`src/rtl/vyapaar_pkg.sv`:
```
// vyapaar_pkg: shared Q8.8 types, constants and valuator FSM state
package vyapaar_pkg;
  localparam int FRAC_BITS = 8;
  localparam logic signed [15:0] Q_ONE = 16'sd256;
  localparam logic signed [15:0] Q_MAX = 16'sd32767;
  typedef logic signed [15:0] q8_8_t;
  typedef enum logic [1:0] {IDLE, STEP, SCALE, DONE} valuator_state_t;
endpackage

```
`src/rtl/portfolio_valuator_if.sv`:
```
// portfolio_valuator_if: returns/weights/valuation bus between producer and valuator
interface portfolio_valuator_if import vyapaar_pkg::*; #(parameter int N_STOCKS = 3);
  logic ret_valid, ret_ready, weights_valid, value_valid;
  q8_8_t [N_STOCKS-1:0] returns, weights;
  logic [15:0] capital;
  logic [31:0] value, peak, drawdown;
  modport master (
    output ret_valid, returns, weights_valid, weights, capital,
    input ret_ready, value_valid, value, peak, drawdown
  );
  modport slave (
    input ret_valid, returns, weights_valid, weights, capital,
    output ret_ready, value_valid, value, peak, drawdown
  );
endinterface

```
`src/rtl/growth_mac.sv`:
```
// growth_mac: clamped growth factor, saturated growth update, g*w product and capital scaling
module growth_mac import vyapaar_pkg::*; (
  input  q8_8_t              g_i,
  input  q8_8_t              r_i,
  input  q8_8_t              w_i,
  input  logic [15:0]        capital_i,
  input  logic signed [39:0] acc_i,
  output q8_8_t              g_o,
  output logic signed [31:0] gw_o,
  output logic signed [55:0] p_o
);
  logic signed [16:0] f_raw, f;
  logic signed [33:0] gf, gs;
  always_comb begin
    f_raw = $signed({r_i[15], r_i}) + 17'sd256;
    f = f_raw < 0 ? '0 : f_raw;
    gf = 34'(g_i) * 34'(f);
    gs = gf >>> FRAC_BITS;
    g_o = gs < 0 ? '0 : gs > Q_MAX ? Q_MAX : gs[15:0];
    gw_o = 32'(g_o) * 32'(w_i);
    p_o = 56'($signed({1'b0, capital_i})) * 56'(acc_i);
  end
endmodule

```
`src/rtl/portfolio_valuator.sv`:
```
// portfolio_valuator: per-stock growth tracking and portfolio valuation; VALUATOR_DRAWDOWN_EN adds peak/drawdown
module portfolio_valuator import vyapaar_pkg::*; #(parameter int N_STOCKS = 3) (
  input logic clk,
  input logic rst_n,
  portfolio_valuator_if.slave pv_if
);
  localparam int KW = $clog2(N_STOCKS);
  valuator_state_t state_q, state_d;
  q8_8_t [N_STOCKS-1:0] g_q, w_q, r_q;
  logic [KW-1:0] k_q;
  logic signed [39:0] acc_q;
  logic [31:0] value_q, v_sat;
  q8_8_t g_new;
  logic signed [31:0] gw;
  logic signed [55:0] p, v;
  logic last;
  assign last = k_q == KW'(N_STOCKS - 1);
  growth_mac u_mac (
    .g_i(g_q[k_q]), .r_i(r_q[k_q]), .w_i(w_q[k_q]),
    .capital_i(pv_if.capital), .acc_i(acc_q),
    .g_o(g_new), .gw_o(gw), .p_o(p)
  );
  always_comb begin
    v = p >>> 16;
    v_sat = v < 0 ? '0 : v > 56'sd4294967295 ? '1 : v[31:0];
  end
  always_ff @(posedge clk) begin
    if (!rst_n) state_q <= IDLE;
    else state_q <= state_d;
  end
  always_comb begin
    state_d = state_q == IDLE  ? (pv_if.ret_valid ? STEP : IDLE) :
              state_q == STEP  ? (last ? SCALE : STEP) :
              state_q == SCALE ? DONE : IDLE;
  end
  always_comb begin
    pv_if.ret_ready = state_q == IDLE;
    pv_if.value_valid = state_q == DONE;
  end
  always_ff @(posedge clk) begin
    if (!rst_n) begin
      g_q <= {N_STOCKS{Q_ONE}};
      w_q <= '0;
      r_q <= '0;
      k_q <= '0;
      acc_q <= '0;
      value_q <= '0;
    end else begin
      if (pv_if.weights_valid) w_q <= pv_if.weights;
      if (state_q == IDLE && pv_if.ret_valid) begin
        r_q <= pv_if.returns;
        k_q <= '0;
        acc_q <= '0;
      end
      if (state_q == STEP) begin
        g_q[k_q] <= g_new;
        acc_q <= acc_q + 40'(gw);
        k_q <= k_q + KW'(1);
      end
      if (state_q == SCALE) value_q <= v_sat;
    end
  end
  assign pv_if.value = value_q;
`ifdef VALUATOR_DRAWDOWN_EN
  // registered on the SCALE edge so both line up with value_valid in DONE
  logic [31:0] peak_q, peak_d, dd_q, dd_d;
  always_comb begin
    peak_d = v_sat > peak_q ? v_sat : peak_q;
    dd_d = peak_d - v_sat > dd_q ? peak_d - v_sat : dd_q;
  end
  always_ff @(posedge clk) begin
    if (!rst_n) begin
      peak_q <= '0;
      dd_q <= '0;
    end else if (state_q == SCALE) begin
      peak_q <= peak_d;
      dd_q <= dd_d;
    end
  end
  assign pv_if.peak = peak_q;
  assign pv_if.drawdown = dd_q;
`else
  assign pv_if.peak = '0;
  assign pv_if.drawdown = '0;
`endif
endmodule

```
`src/flat_wrapper.sv`:
```
// flat-port wrapper written by rule: the top's interface ports become plain ports
module portfolio_valuator_flat import vyapaar_pkg::*;
#(parameter int N_STOCKS = 3)
  (clk, rst_n, pv_if_ret_valid, pv_if_returns, pv_if_weights_valid, pv_if_weights, pv_if_capital, pv_if_ret_ready, pv_if_value_valid, pv_if_value, pv_if_peak, pv_if_drawdown);
  portfolio_valuator_if #(.N_STOCKS(N_STOCKS)) pv_if_i ();
  input logic clk;
  input logic rst_n;
  input wire logic [$bits(pv_if_i.ret_valid)-1:0] pv_if_ret_valid;
  input wire logic [$bits(pv_if_i.returns)-1:0] pv_if_returns;
  input wire logic [$bits(pv_if_i.weights_valid)-1:0] pv_if_weights_valid;
  input wire logic [$bits(pv_if_i.weights)-1:0] pv_if_weights;
  input wire logic [$bits(pv_if_i.capital)-1:0] pv_if_capital;
  output wire logic [$bits(pv_if_i.ret_ready)-1:0] pv_if_ret_ready;
  output wire logic [$bits(pv_if_i.value_valid)-1:0] pv_if_value_valid;
  output wire logic [$bits(pv_if_i.value)-1:0] pv_if_value;
  output wire logic [$bits(pv_if_i.peak)-1:0] pv_if_peak;
  output wire logic [$bits(pv_if_i.drawdown)-1:0] pv_if_drawdown;
  assign pv_if_i.ret_valid = pv_if_ret_valid;
  assign pv_if_i.returns = pv_if_returns;
  assign pv_if_i.weights_valid = pv_if_weights_valid;
  assign pv_if_i.weights = pv_if_weights;
  assign pv_if_i.capital = pv_if_capital;
  assign pv_if_ret_ready = pv_if_i.ret_ready;
  assign pv_if_value_valid = pv_if_i.value_valid;
  assign pv_if_value = pv_if_i.value;
  assign pv_if_peak = pv_if_i.peak;
  assign pv_if_drawdown = pv_if_i.drawdown;
  portfolio_valuator #(.N_STOCKS(N_STOCKS)) u_core (.clk(clk), .rst_n(rst_n), .pv_if(pv_if_i));
endmodule
```
`config.mk`:
```
export PLATFORM = sky130hd
export DESIGN_NAME = portfolio_valuator_flat
export DESIGN_NICKNAME = d
export VERILOG_FILES = /design/src/rtl/vyapaar_pkg.sv /design/src/rtl/portfolio_valuator_if.sv /design/src/rtl/growth_mac.sv /design/src/rtl/portfolio_valuator.sv /design/src/flat_wrapper.sv
export SDC_FILE = /design/constraint.sdc
export NUM_CORES = 2
export LEC_CHECK = 0
export ABC_AREA = 0
export BUFFER_PORTS_ARGS = -buffer_cell sky130_fd_sc_hd__buf_4
export CAP_MARGIN = 20
export CORE_MARGIN = 8
export CORE_UTILIZATION = 35
export DETAILED_ROUTE_END_ITERATION = 8
export GPL_ROUTABILITY_DRIVEN = 1
export PLACE_DENSITY = 0.48
export SLEW_MARGIN = 10
export SYNTH_ARGS = -nofsm -noshare
export SYNTH_HDL_FRONTEND = slang
export SYNTH_SLANG_ARGS = --single-unit
```
`constraint.sdc`:
```
create_clock -name clk -period 30.2 [get_ports clk]
set_input_delay 6.04 -clock clk [delete_from_list [all_inputs] [get_ports clk]]
set_output_delay 6.04 -clock clk [all_outputs]
set_load 0.005 [all_outputs]
```
Yosys cells after proc, flatten, opt, wreduce, memory -nomap -nowiden
Cells that the tools add are included.
{ "classes": {"n_eq_ne": 4, "mux": 23, "add_sub_neg": 3, "n_lt_le_gt_ge": 7, "reduce_logical": 4, "n_shift": 0, "div": 0, "n_bitwise": 0, "mul": 3} }
{ "op_table": {"columns": ["operator", "count"], "rows": [
  ["binary-select mux 16 bit (select 2 bit)", 3],
  ["two-way mux 16 bit", 6],
  ["two-way mux 40 bit", 2],
  ["two-way mux 32 bit", 2],
  ["multiplier 17 x 40 -> 56 bit", 1],
  ["bitwise mux 48 bit", 1],
  ["adder 40 x 32 -> 40 bit", 1],
  ["> comparator 40 x 33 -> 1 bit (second input constant)", 1],
  ["less-than comparator 40 x 1 -> 1 bit (second input constant)", 1],
  ["multiplier 16 x 17 -> 33 bit", 1],
  ["demux 16 bit (select 2 bit)", 1],
  ["multiplier 16 x 16 -> 32 bit", 1],
  ["> comparator 25 x 16 -> 1 bit (second input constant)", 1],
  ["less-than comparator 25 x 1 -> 1 bit (second input constant)", 1],
  ["adder 16 x 10 -> 17 bit (second input constant)", 1],
  ["less-than comparator 17 x 1 -> 1 bit (second input constant)", 1],
  ["two-way mux 17 bit", 1],
  ["two-way mux 2 bit", 6],
  ["equality test 2 bit (second input constant)", 3],
  ["less-than comparator 2 x 3 -> 1 bit (second input constant)", 1],
  ["adder 2 x 1 -> 2 bit (second input constant)", 1],
  ["equality test 2 x 1 -> 1 bit (second input constant)", 1],
  [">= comparator 2 x 1 -> 1 bit (second input constant)", 1],
  ["logical AND 1 bit", 2],
  ["3 further kinds", 3]
]} }
{ "totals": {"elab_cells": 57, "reg_bits": 220, "mem_count": 0, "latch_bits": 0, "romBits": 0, "ramBits": 0} }

Longest topological paths before layout
{ "depth": {"word_depth": 12, "mapped_depth": 65} }

Hierarchy
From an unflattened synthesis, not the netlist that was laid out.
{ "hier_totals": {"cells_unflattened": 6213, "area_unflattened_um2": 53356.2} }
{ "by_module_without_submodules": {"columns": ["mod", "area_per_inst_um2", "n_inst", "cells_per_inst"], "rows": [
  ["growth_mac", 41314.6, 1, 4733],
  ["portfolio_valuator", 12041.5, 1, 1480]
]} }

Worst setup path after synthesis
Ideal clock, no wire load.
{ "synth_path": {"path_kind": "reg2reg", "startpoint": "reg u_core.k_q[0]", "endpoint": "reg u_core.acc_q[39]", "slack_ns": 15.735, "stages_incl_launch_ff": 60, "arrival_ns": 14.343, "path_buffers": 8, "setup_ns": 0.122, "path_cell_list": "dfxtp_1 > buf_4 > buf_6 > buf_6 > clkbuf_1 > mux2i_1 > o22ai_1 > ha_1 > nand4_1 > o21ai_0 > clkbuf_1 > o21a_1 > clkbuf_1 > nand2_1 > fa_1 > inv_1 > fa_1 > inv_1 > [24 not listed] > inv_1 > fa_1 > fa_1 > inv_1 > fa_1 > inv_1 > ha_1 > a22oi_1 > and3_1 > o21ai_0 > a2111oi_0 > nor2_1 > a211oi_1 > o21ai_0 > a211oi_1 > a21oi_1 > xnor2_1 > o21ai_0"} }
{ "synth_via": {"elab_chain_len": 12, "word_cells_on_any_way": 17, "cone_classes": "2 x add/sub; 2 x mul; 3 x order compare; 10 x mux"} }
{ "synth_rtl": {"columns": ["element", "line", "text"], "rows": [
  ["start, declared", "portfolio_valuator.sv:10", "logic [KW-1:0] k_q;"],
  ["start signal, assigned", "portfolio_valuator.sv:58", "k_q <= k_q + KW'(1);"],
  ["binary-select mux 16 bit (select 2 bit)", "portfolio_valuator.sv:19", ".g_i(g_q[k_q]), .r_i(r_q[k_q]), .w_i(w_q[k_q]),"],
  ["two-way mux 16 bit (not written as such)", "portfolio_valuator.sv:19", null],
  ["adder 16 x 10 -> 17 bit", "growth_mac.sv:15", "f_raw = $signed({r_i[15], r_i}) + 17'sd256;"],
  ["less-than comparator 17 x 1 -> 1 bit", "growth_mac.sv:16", "f = f_raw < 0 ? '0 : f_raw;"],
  ["two-way mux 17 bit", "growth_mac.sv:16", null],
  ["multiplier 16 x 17 -> 33 bit", "growth_mac.sv:17", "gf = 34'(g_i) * 34'(f);"],
  ["> comparator 25 x 16 -> 1 bit", "growth_mac.sv:19", "g_o = gs < 0 ? '0 : gs > Q_MAX ? Q_MAX : gs[15:0];"],
  ["two-way mux 16 bit (2 in a row)", "growth_mac.sv:19", null],
  ["multiplier 16 x 16 -> 32 bit (*)", "growth_mac.sv:20", "gw_o = 32'(g_o) * 32'(w_i);"],
  ["adder 40 x 32 -> 40 bit (*)", "portfolio_valuator.sv:57", "acc_q <= acc_q + 40'(gw);"],
  ["two-way mux 40 bit (*)", "portfolio_valuator.sv:55", "if (state_q == STEP) begin"],
  ["end signal, assigned", "portfolio_valuator.sv:57", null],
  ["end, declared", "portfolio_valuator.sv:11", "logic signed [39:0] acc_q;"]
]} }
Every way passes the cells marked *; elsewhere a longest branch is shown, timed or not. The select of a mux whose other input is x is not followed.
A chain may end at the register's enable or synchronous reset.

Worst setup path after layout
Same ends and word-level chain as after synthesis.

==> impl_metrics.yaml <==
floorplanning:
  initial_core_util: 0.353
  core_sq_um: 146000
  die_h_um: 400
  io-pin-count: 214
  dieArea_sq_um: 160000
  fp-row-count: 140
  die_w_um: 400
cts:
  post_cts_buffers: 0
  h-tree-depth: 1
  holdBufCountCts: 0
  clockRootBuffer: "clkbuf_16"
  clock_path_buffers: 3
  post_cts_resized: 0
  cts_tree: "done"
  clk_latency_ns: 0.64
  numCtsBuffers: 30
  clk_pin_slew_worst_paths_ns: 0.06
  cts.sinks: 220
routing:
  drt-initial-drc-count: 2044
  dr_total_vias: 37600
  routedWlPerCell_um: 18.8
  ant_nets: 0
  routed_wl_mm: 147
  drt_pass1_iterations: 7
  drc: 0
  avgViaCountPerCell: 4.81
sta:
  fmax_mhz: 59.1
  period_needed_ns: 16.91
  finalCritPeriodShare: 0.560
  hold_violations: 0
  timing.slew.headroom: 0.254
  finalSetupTns_ns: 0
  finalSetupViolations: 0
  slew_viol_final: 0
  final.setup_skew_ns: 0.0259
  fin_ws_ns: 13.29
  grt_setup_unrepaired: "false"
  tightest_slew_ns: 1.11
setup_path:
  cpMostUsedCell: "fa_1"
  start_kind: "flip-flop"
  r2r_setup_slack_ns: 13.29
  cp_max_fo: 30
  critPathMaxStageDelay_ns: 0.88
  worstPathRequired_ns: 30.71
  crit_arrival_ns: 17.43
  slowest_stage: "nor2_1"
  criticalPathCategory: "reg2reg"
  endpoint_kind: "flip-flop"
pwr:
  p_leak_nw: 26.7
  clkPwrFrac: 0.055
  switching_share: 0.551
  ir_worst_vdd_uv: 176
  p_sw_mw: 3.51
  power_frac_comb: 0.888
  total_power_mw: 6.37
  power_density_nw_per_um2: 115
  p_int_mw: 2.86
  pwr-share-seq: 0.056
synth:
  ys_seq_elements: 220
  yosysMostFrequentCell: "inv_1"
  synthTopCellsByCount: "1,309 x inv_1, 1,117 x fa_1, 860 x nand2_1, 366 x ha_1, 299 x nor2_1"
  syn_inst: 5854
  yosysWarningCount: 0
  yosysTopAreaCell: "fa_1"
  avgSynthCellArea_sq_um: 8.80
  synthArstFlopShare: 0
  syn-cell-area_sq_um: 51500
  synth-edff-count: 0
  yosysTopAreaCellShare: 0.434
  synthFlopType: "dfxtp_1"
  ys_types: 83
  yosysSeqAreaShare: 0.0855
  synth_area_leaders: "fa_1 43%, inv_1 9.5%, ha_1 8.9%, dfxtp_1 8.6%, nand2_1 6.3%"
min_path:
  hp-class: "reg2reg"
global_route:
  grt_pass1_wl_mm: 234
  grt_max_degree: 100
  grt_use_total: 0.186
  antenna_found_initial: 3
  grt-ovfl-total: 0
  first_global_vias: 40200
place:
  io_buffers: 149
  dp_hpwl_mm: 118
  place.gp.congestion: 0.892
  place_ws_ns: 13.42
job:
  max_cap_violations: 0
outcome:
  outcome: "completed"
layout:
  drive_gt1_frac: 0.0586
  fin_nets: 7486
  syn2layout_area_growth_pct: 7.58
==> metal layers <==
| metal | global-route usage | vias up | part of all wire |
|---|---|---|---|
| met5 | 0 | - | 0 |
| met4 | 0.0518 | 0 | 0.031 |
| met3 | 0.0251 | 208 | 0.050 |
| met2 | 0.319 | 843 | 0.49 |
| met1 | 0.247 | 19200 | 0.43 |
| li1 | - | 17400 | - |
==> through the flow <==
step / util / cell area [sq um] / instances / hold slack (ns)
after detailed placement: 0.373 / 54400 / 7772 / 0.441
after global routing: 0.380 / 55400 / 7827 / 0.460
after global placement: 0.373 / 54400 / 7772 / 0.435
after CTS: 0.380 / 55400 / 7825 / 0.450
after floorplan: - / 51900 / 5968 / 0.424
final: 0.380 / 55400 / 7829 / 0.447
==> final timing paths <==
path         cells after the start           start               end
max                             51   u_core.k_q[0]  u_core.acc_q[39]
min                              2  u_core.g_q[18]    u_core.g_q[18]
max reg2reg                     51   u_core.k_q[0]  u_core.acc_q[39]
min reg2reg                      2  u_core.g_q[18]    u_core.g_q[18]
==> cell families after synthesis <==
| group | synth area share |
|---|---|
| simple gates | 0.157 |
| buf+inv | 0.125 |
| fa+ha+maj | 0.523 |
| compound gates | 0.0726 |
| flops | 0.0855 |
| xor+xnor | 0.0173 |
| mux | 0.0191 |
| other cells | 0.000146 |
==> layout make-up <==
| type | instances | area [sq um] |
|---|---|---|
| Antenna cell | 4 | 10.0 |
| Clock buffer | 40 | 848 |
| Clock inverter | 13 | 106 |
| Fill cell | 15000 | 90500 |
| Inverter | 1310 | 4920 |
| Multi-Input combinational cell | 4116 | 41200 |
| Sequential cell | 220 | 4410 |
| Tap cell | 1917 | 2400 |
| Timing Repair Buffer | 209 | 1570 |
==> state kept, by name, summed over array words and instances (netlist names) <==
name	cells
u_core.g_q	48
u_core.acc_q	40
u_core.k_q	2
u_core.state_q	2
u_core.pv_if.value	32
u_core.w_q	48
u_core.r_q	48
==> power groups by stage <==
stage               Combinational [mW]  Sequential (mW)  Clock, mW
floorplan                         4.33            0.345          0
detailed placement                5.72            0.366          0
global route                      6.47            0.363      0.377
CTS                               5.78            0.360      0.369
global placement                  5.75            0.366          0
finish                            5.66            0.359      0.352
==> placed cells by master (no fill, tap or decap), types with 6 or more instances in the layout <==
cell,n
a211o_1,9
a211oi_1,12
a21boi_0,61
a21o_1,45
a21oi_1,90
a31oi_1,14
and2_0,6
and2_1,285
and3_1,38
buf_4,209
clkbuf_16,30
clkbuf_8,6
clkinv_2,7
conb_1,116
dfxtp_1,218
fa_1,1117
ha_1,366
inv_1,1309
mux2i_1,97
nand2_1,859
nand2b_1,36
nand3_1,65
nand4_1,18
nor2_1,299
nor2_4,7
nor2b_1,74
nor3_1,24
o211ai_1,13
o21a_1,27
o21ai_0,120
o21ai_1,48
o21bai_1,10
o221a_2,32
o22a_1,7
o22ai_1,25
or2_2,12
xnor2_1,65
xor2_1,35
==> critical path, delay by kind of cell, from the launching register on <==
family	cells	cell delay (ns)
xor+xnor	1	0.16
fa+ha+maj	14	6.76
simple gates	9	3.34
buf+inv	10	1.40
mux	2	0.29
flops	1	0.57
compound gates	15	4.22
No activity file was read; power rests on OpenSTA's default activity.
